$ cat src/rtl/btn_pkg.sv
// Shared event encodings for the push-button event controller.
package btn_pkg;

    typedef logic [1:0] ev_kind_t;

    localparam ev_kind_t EV_PRESS   = 2'd0;
    localparam ev_kind_t EV_RELEASE = 2'd1;
    localparam ev_kind_t EV_LONG    = 2'd2;

    localparam int NUM_SLOTS = 3;

endpackage

$ cat src/rtl/btn_filter.sv
// One button: 2-FF synchroniser, tick-based stability filter and long-press timer.
// Raise outputs are combinational so the pending slot is set on the same edge that the level changes.
module btn_filter #(
    parameter int STABLE_TICKS = 16,
    parameter int LONG_TICKS   = 1000
) (
    input  logic clk,
    input  logic rst_n,
    input  logic tick_i,
    input  logic raw_i,
    output logic level_o,
    output logic press_o,
    output logic release_o,
    output logic long_o
);

    logic [1:0]  sync_q;
    logic        level_q, level_d;
    logic [7:0]  stab_q, stab_d;
    logic [15:0] hold_q, hold_d;
    logic        s;

    assign s       = sync_q[1];
    assign level_o = level_q;

    always_comb begin
        level_d   = level_q;
        stab_d    = stab_q;
        hold_d    = hold_q;
        press_o   = 1'b0;
        release_o = 1'b0;
        long_o    = 1'b0;

        if (s == level_q) begin
            stab_d = '0;
        end else if (tick_i) begin
            if (stab_q == 8'(STABLE_TICKS - 1)) begin
                level_d   = ~level_q;
                stab_d    = '0;
                press_o   = ~level_q;
                release_o = level_q;
            end else begin
                stab_d = stab_q + 8'd1;
            end
        end

        // Saturating at LONG_TICKS makes the long event fire once per press.
        if (press_o || release_o) begin
            hold_d = '0;
        end else if (level_q && tick_i && (hold_q != 16'(LONG_TICKS))) begin
            hold_d = hold_q + 16'd1;
            long_o = (hold_q == 16'(LONG_TICKS - 1));
        end
    end

    always_ff @(posedge clk or negedge rst_n) begin
        if (!rst_n) begin
            sync_q  <= '0;
            level_q <= 1'b0;
            stab_q  <= '0;
            hold_q  <= '0;
        end else begin
            sync_q  <= {sync_q[0], raw_i};
            level_q <= level_d;
            stab_q  <= stab_d;
            hold_q  <= hold_d;
        end
    end

endmodule

$ cat src/rtl/button_event_ctrl.sv
// N debounced buttons sharing one tick prescaler; press/release/long events are
// queued in per-button slots and served round-robin over one valid/ready port.
module button_event_ctrl
    import btn_pkg::*;
#(
    parameter int N_BTN        = 4,
    parameter int TICK_DIV     = 50000,
    parameter int STABLE_TICKS = 16,
    parameter int LONG_TICKS   = 1000
) (
    input  logic                     clk,
    input  logic                     rst_n,
    input  logic [N_BTN-1:0]         btn_raw,
    output logic [N_BTN-1:0]         btn_level,
    output logic                     ev_valid,
    input  logic                     ev_ready,
    output logic [$clog2(N_BTN)-1:0] ev_id,
    output ev_kind_t                 ev_kind,
    output logic                     ev_drop
);

    localparam int ID_W = $clog2(N_BTN);
    localparam int PW   = $clog2(TICK_DIV);

    logic [PW-1:0]                    presc_q;
    logic                             tick;
    logic [N_BTN-1:0][NUM_SLOTS-1:0] raise, pend_q, pend_d, clr;
    logic                             valid_q, valid_d, drop_q, drop_d;
    logic [ID_W-1:0]                  id_q, id_d, rr_q, rr_d, gnt_b;
    ev_kind_t                         kind_q, kind_d, gnt_kind;
    logic                             found, load;
    int                               gnt_idx, idx;

    assign tick = (presc_q == PW'(TICK_DIV - 1));

    for (genvar g = 0; g < N_BTN; g++) begin : g_filt
        btn_filter #(
            .STABLE_TICKS (STABLE_TICKS),
            .LONG_TICKS   (LONG_TICKS)
        ) u_filt (
            .clk       (clk),
            .rst_n     (rst_n),
            .tick_i    (tick),
            .raw_i     (btn_raw[g]),
            .level_o   (btn_level[g]),
            .press_o   (raise[g][EV_PRESS]),
            .release_o (raise[g][EV_RELEASE]),
            .long_o    (raise[g][EV_LONG])
        );
    end

    // Round-robin search from rr_q; within a button press beats long beats release.
    always_comb begin
        found    = 1'b0;
        gnt_idx  = 0;
        gnt_kind = EV_PRESS;
        idx      = 0;
        for (int k = 0; k < N_BTN; k++) begin
            idx = int'(rr_q) + k;
            if (idx >= N_BTN) idx = idx - N_BTN;
            if (!found && (pend_q[ID_W'(idx)] != '0)) begin
                found   = 1'b1;
                gnt_idx = idx;
                if (pend_q[ID_W'(idx)][EV_PRESS])     gnt_kind = EV_PRESS;
                else if (pend_q[ID_W'(idx)][EV_LONG]) gnt_kind = EV_LONG;
                else                                  gnt_kind = EV_RELEASE;
            end
        end
    end

    assign gnt_b = ID_W'(gnt_idx);
    assign load  = !valid_q || ev_ready;

    always_comb begin
        clr     = '0;
        valid_d = valid_q;
        id_d    = id_q;
        kind_d  = kind_q;
        rr_d    = rr_q;
        if (load) begin
            valid_d = found;
            if (found) begin
                clr[gnt_b][gnt_kind] = 1'b1;
                id_d   = gnt_b;
                kind_d = gnt_kind;
                rr_d   = (gnt_idx == N_BTN - 1) ? '0 : ID_W'(gnt_idx + 1);
            end
        end
        // A new raise wins over a same-cycle grant clear and is not a drop.
        pend_d = (pend_q & ~clr) | raise;
        drop_d = |(raise & pend_q & ~clr);
    end

    always_ff @(posedge clk or negedge rst_n) begin
        if (!rst_n) begin
            presc_q <= '0;
            pend_q  <= '0;
            valid_q <= 1'b0;
            id_q    <= '0;
            kind_q  <= EV_PRESS;
            drop_q  <= 1'b0;
            rr_q    <= '0;
        end else begin
            presc_q <= tick ? '0 : presc_q + PW'(1);
            pend_q  <= pend_d;
            valid_q <= valid_d;
            id_q    <= id_d;
            kind_q  <= kind_d;
            drop_q  <= drop_d;
            rr_q    <= rr_d;
        end
    end

    assign ev_valid = valid_q;
    assign ev_id    = id_q;
    assign ev_kind  = kind_q;
    assign ev_drop  = drop_q;

endmodule

$ cat config.mk
export PLATFORM = sky130hd
export DESIGN_NAME = button_event_ctrl
export DESIGN_NICKNAME = d
export VERILOG_FILES = /design/src/rtl/btn_pkg.sv /design/src/rtl/btn_filter.sv /design/src/rtl/button_event_ctrl.sv
export SDC_FILE = /design/constraint.sdc
export NUM_CORES = 1
export LEC_CHECK = 0
export ABC_AREA = 1
export CELL_PAD_IN_SITES_DETAIL_PLACEMENT = 1
export CELL_PAD_IN_SITES_GLOBAL_PLACEMENT = 1
export CORE_AREA = 2 2 138 127
export DETAILED_ROUTE_END_ITERATION = 8
export DIE_AREA = 0 0 140 129
export GPL_TIMING_DRIVEN = 0
export PLACE_DENSITY_LB_ADDON = 0.2
export SLEW_MARGIN = 15
export SYNTH_ARGS = -nofsm -noshare
export SYNTH_HDL_FRONTEND = slang
export SYNTH_SLANG_ARGS = --single-unit
$ cat constraint.sdc
create_clock -name clk -period 7.56 [get_ports clk]
set_clock_uncertainty 0.05 [all_clocks]
set_input_delay 0.756 -clock clk [delete_from_list [all_inputs] [get_ports clk]]
set_output_delay 0.756 -clock clk [all_outputs]
set_load 0.1 [all_outputs]
==> out/qor.txt <==
Min-Delay Path Class - input port to async pin
hold buffers post-CTS - 0
worst r2r src - rr_q[1]
Total Power - 2.570 mW
Port Buffers - 16
sequential share of power - 33.8%
DRT antenna net count - 0
CP Data Required Time - 7.82 ns
Yosys cell types - 40
Clk pwr share - 33.2%
initial antenna violation count - 0
total CTS buffers - 17
Compound-Gate Fraction of Synth Area - 10.75%
Sum Neg Setup Slack - 0 ns
GP Congestion - 0.8261
post-synthesis xor/xnor area fraction - 3.212%
I/O Pins - 17
slew margin rel. - 35.32%
Vias/cell - 5.473
largest family of logic cells by synthesized area - simple AND/OR/NAND/NOR gates
area leader, netlist - dfrtp_1
cts repair resizes - 0
final wirelength - 21,480 um
synth warn - 0
multiplexer share of the synthesized area - 0%
Worst-path clk slew - 0.06 ns
outcome - complete, but fails checks
fin nets - 1,155
Die ar. - 18,060 um^2
FF-to-FF End - ev_drop
hpwl dp - 15,230 um
latest clock arrival within the worst-skew pair - 0.43 ns
filler cell count in the final layout - 2,118
Synth Area in Simple Gates - 29.84%
layout cell share with drive strength beyond 1 - 5.795%
# Post-CTS Setup Buffers - 0
r2r worst-path depth - 19
Worst R2R Setup Slack - 3.67 ns
most crowded layer after global routing - met2
area delta synth->final - 12.78%
Syn Inst Count - 1,090
H-tree levels - 4
Final min period - 3.889 ns
DRC violations left - 2
Multi-input gate area - 3859 um^2
largest net degree at the start of global routing - 79
Synth area leaders - dfrtp_1 (44%), nand2_1 (11%), inv_1 (7.6%), nor2_1 (5.5%), nand3_1 (5.3%)
Rows - 45
final hold viol count - 0
Comb pwr share - 33.0%
Async SR Flop Fraction - 100.0%
# Max-Cap Violations - 0
WL/cell - 15.91 um
Critical Path Start Type - flop
Worst Setup End Kind - flop
all-layer global routing usage - 25.40%
RSZ-0062 raised after global routing - false
worst hold slack - 0.2227 ns
Post-synth EDFFs - 0
Syn Area/Cell - 7.506 um^2
Syn Nets - 1,119
first-pass GRT wire length - 37,200 um
Via Count - 7,388
Mapped Area - 8182 um^2
share of the synthesized area in the top cell type - 44.04%
Die H - 129 um
Leak - 4.323 nW
Net Sw Frac - 39.28%
CTS Buffer Depth - 2
DRT iter0 DRCs - 404
P per Cell Area - 278.5 nW/um^2
dpl ws - 3.721 ns
Period Utilization, post-route - 51.44%
M3 GR Usage - 4.875%
clock root cell - clkbuf_16
VDD IR max - 0.0001787 V
M2 GR Usage - 44.51%
internal power - 1.561 mW
maximum clock rate - 257.2 MHz
final slew viol count - 0
vias in the first global route - 7,761
Slew @ Worst Pin - 0.9672 ns
Register Area - 3603 um^2
switching pwr - 1.009 mW
commonest cells after routing, fill and taps aside - nand2_1 (235), inv_1 (165), dfrtp_1 (144)
post-synthesis register bit count - 144
maximum net fanout on the critical path - 11
Layout Utilization - 55.56%
Post-Synth Adder-Cell Area - 3.364%
Crit Path Class - flop to flop
Core ar. - 16,610 um^2
Starting Density - 49.26%
clock sinks - 144
prevailing post-synth register cell - dfrtp_1
failing checks - DRC
fin worst setup slack - 3.671 ns
global route overflow - 0
CTS tree - done
commonest non-fill, non-tap cell in the layout - nand2_1
# diodes - 0
Die Wd - 140 um
met1 Use GR - 33.25%
Initial DRT Pass Iterations - 8
Seq/Total Area, Yosys - 44.04%
Data arrival, critical path - 4.15 ns
Setup-failing EPs final - 0
through the flow:
step,cells,instance area (um^2)
2_1_floorplan,1090,8182
3_3_place_gp,1317,8606
3_5_place_dp,1318,8638
4_1_cts,1350,9228
5_1_grt,1350,9228
6_report,1350,9228
power by group through the flow:
stage / Combinational [mW] / Clock [mW] / Sequential [mW]
6_report: 0.848 / 0.853 / 0.869
5_1_grt: 0.967 / 0.896 / 0.877
4_1_cts: 0.849 / 0.864 / 0.869
3_5_place_dp: 0.832 / 0 / 0.883
3_3_place_gp: 0.813 / 0 / 0.881
2_1_floorplan: 0.546 / 0 / 0.941
cell usage after synthesis, drive strengths merged (6+ instances only):
cell type / count
a21oi: 51
a31oi: 6
buf: 11
dfrtp: 144
ha: 22
inv: 169
nand2: 241
nand3: 90
nand4: 34
nor2: 124
nor3: 46
nor4: 11
o21ai: 69
o22ai: 14
o31ai: 6
xor2: 30
state kept, by name, indices dropped and copies added (netlist names), 4 cells and up:
signal / cells
g_filt.u_filt.hold_q: 64
g_filt.u_filt.sync_q: 8
g_filt.u_filt.stab_q: 32
pend_q: 12
presc_q: 16
g_filt.u_filt.level_o: 4
cell families (layout without fill, tap and decap cells):
family	after synthesis	after routing
buffers and inverters	183	232
xor gates and xnor gates	30	30
DFF	144	144
AOI/OAI and AO/OA	159	159
and+or+nand+nor	552	552
adders and majority gates	22	22
worst max-delay path by stage:
stage	from	endpoint	slack [ns]
after floorplan	rr_q[1]	ev_drop	4.66
after global placement	rst_n	g_filt[2].u_filt.hold_q[5]	-0.24
after detailed placement	rr_q[1]	ev_drop	3.72
after CTS	rr_q[1]	ev_drop	3.69
after global routing	rr_q[1]	ev_drop	3.27
final	rr_q[1]	ev_drop	3.67
critical path: stages (launching register included):
cell,delay [ns]
dfrtp_1,0.56
inv_1,0.10
buf_2,0.21
ha_1,0.41
inv_1,0.27
nand3_1,0.17
nand2_1,0.17
nand3_2,0.15
o21ai_1,0.20
or2_0,0.13
nand2_1,0.07
nor2_1,0.19
ha_1,0.23
inv_1,0.05
nor2_1,0.26
nand2_1,0.14
nand3_1,0.10
nand2_1,0.07
nor2_1,0.12
nand3_1,0.09
area by class of cell:
| cell class | instances | area share [%] |
|---|---|---|
| multi-input combinational | 763 | 41.82 |
| sequential | 144 | 39.05 |
| inverter | 169 | 6.875 |
| clock buffer | 20 | 4.949 |
| tap | 211 | 2.861 |
| timing repair buffer | 17 | 2.088 |
| clock inverter | 12 | 1.437 |
| buffer | 14 | 0.9220 |
routing by layer:
layer  wire, um  vias up
met4        229        0
met2      10490       77
li1           -     3658
met1      10260     3631
met3        499       22
met5          0        -
Note: power is estimated with default switching activity, not from simulation.
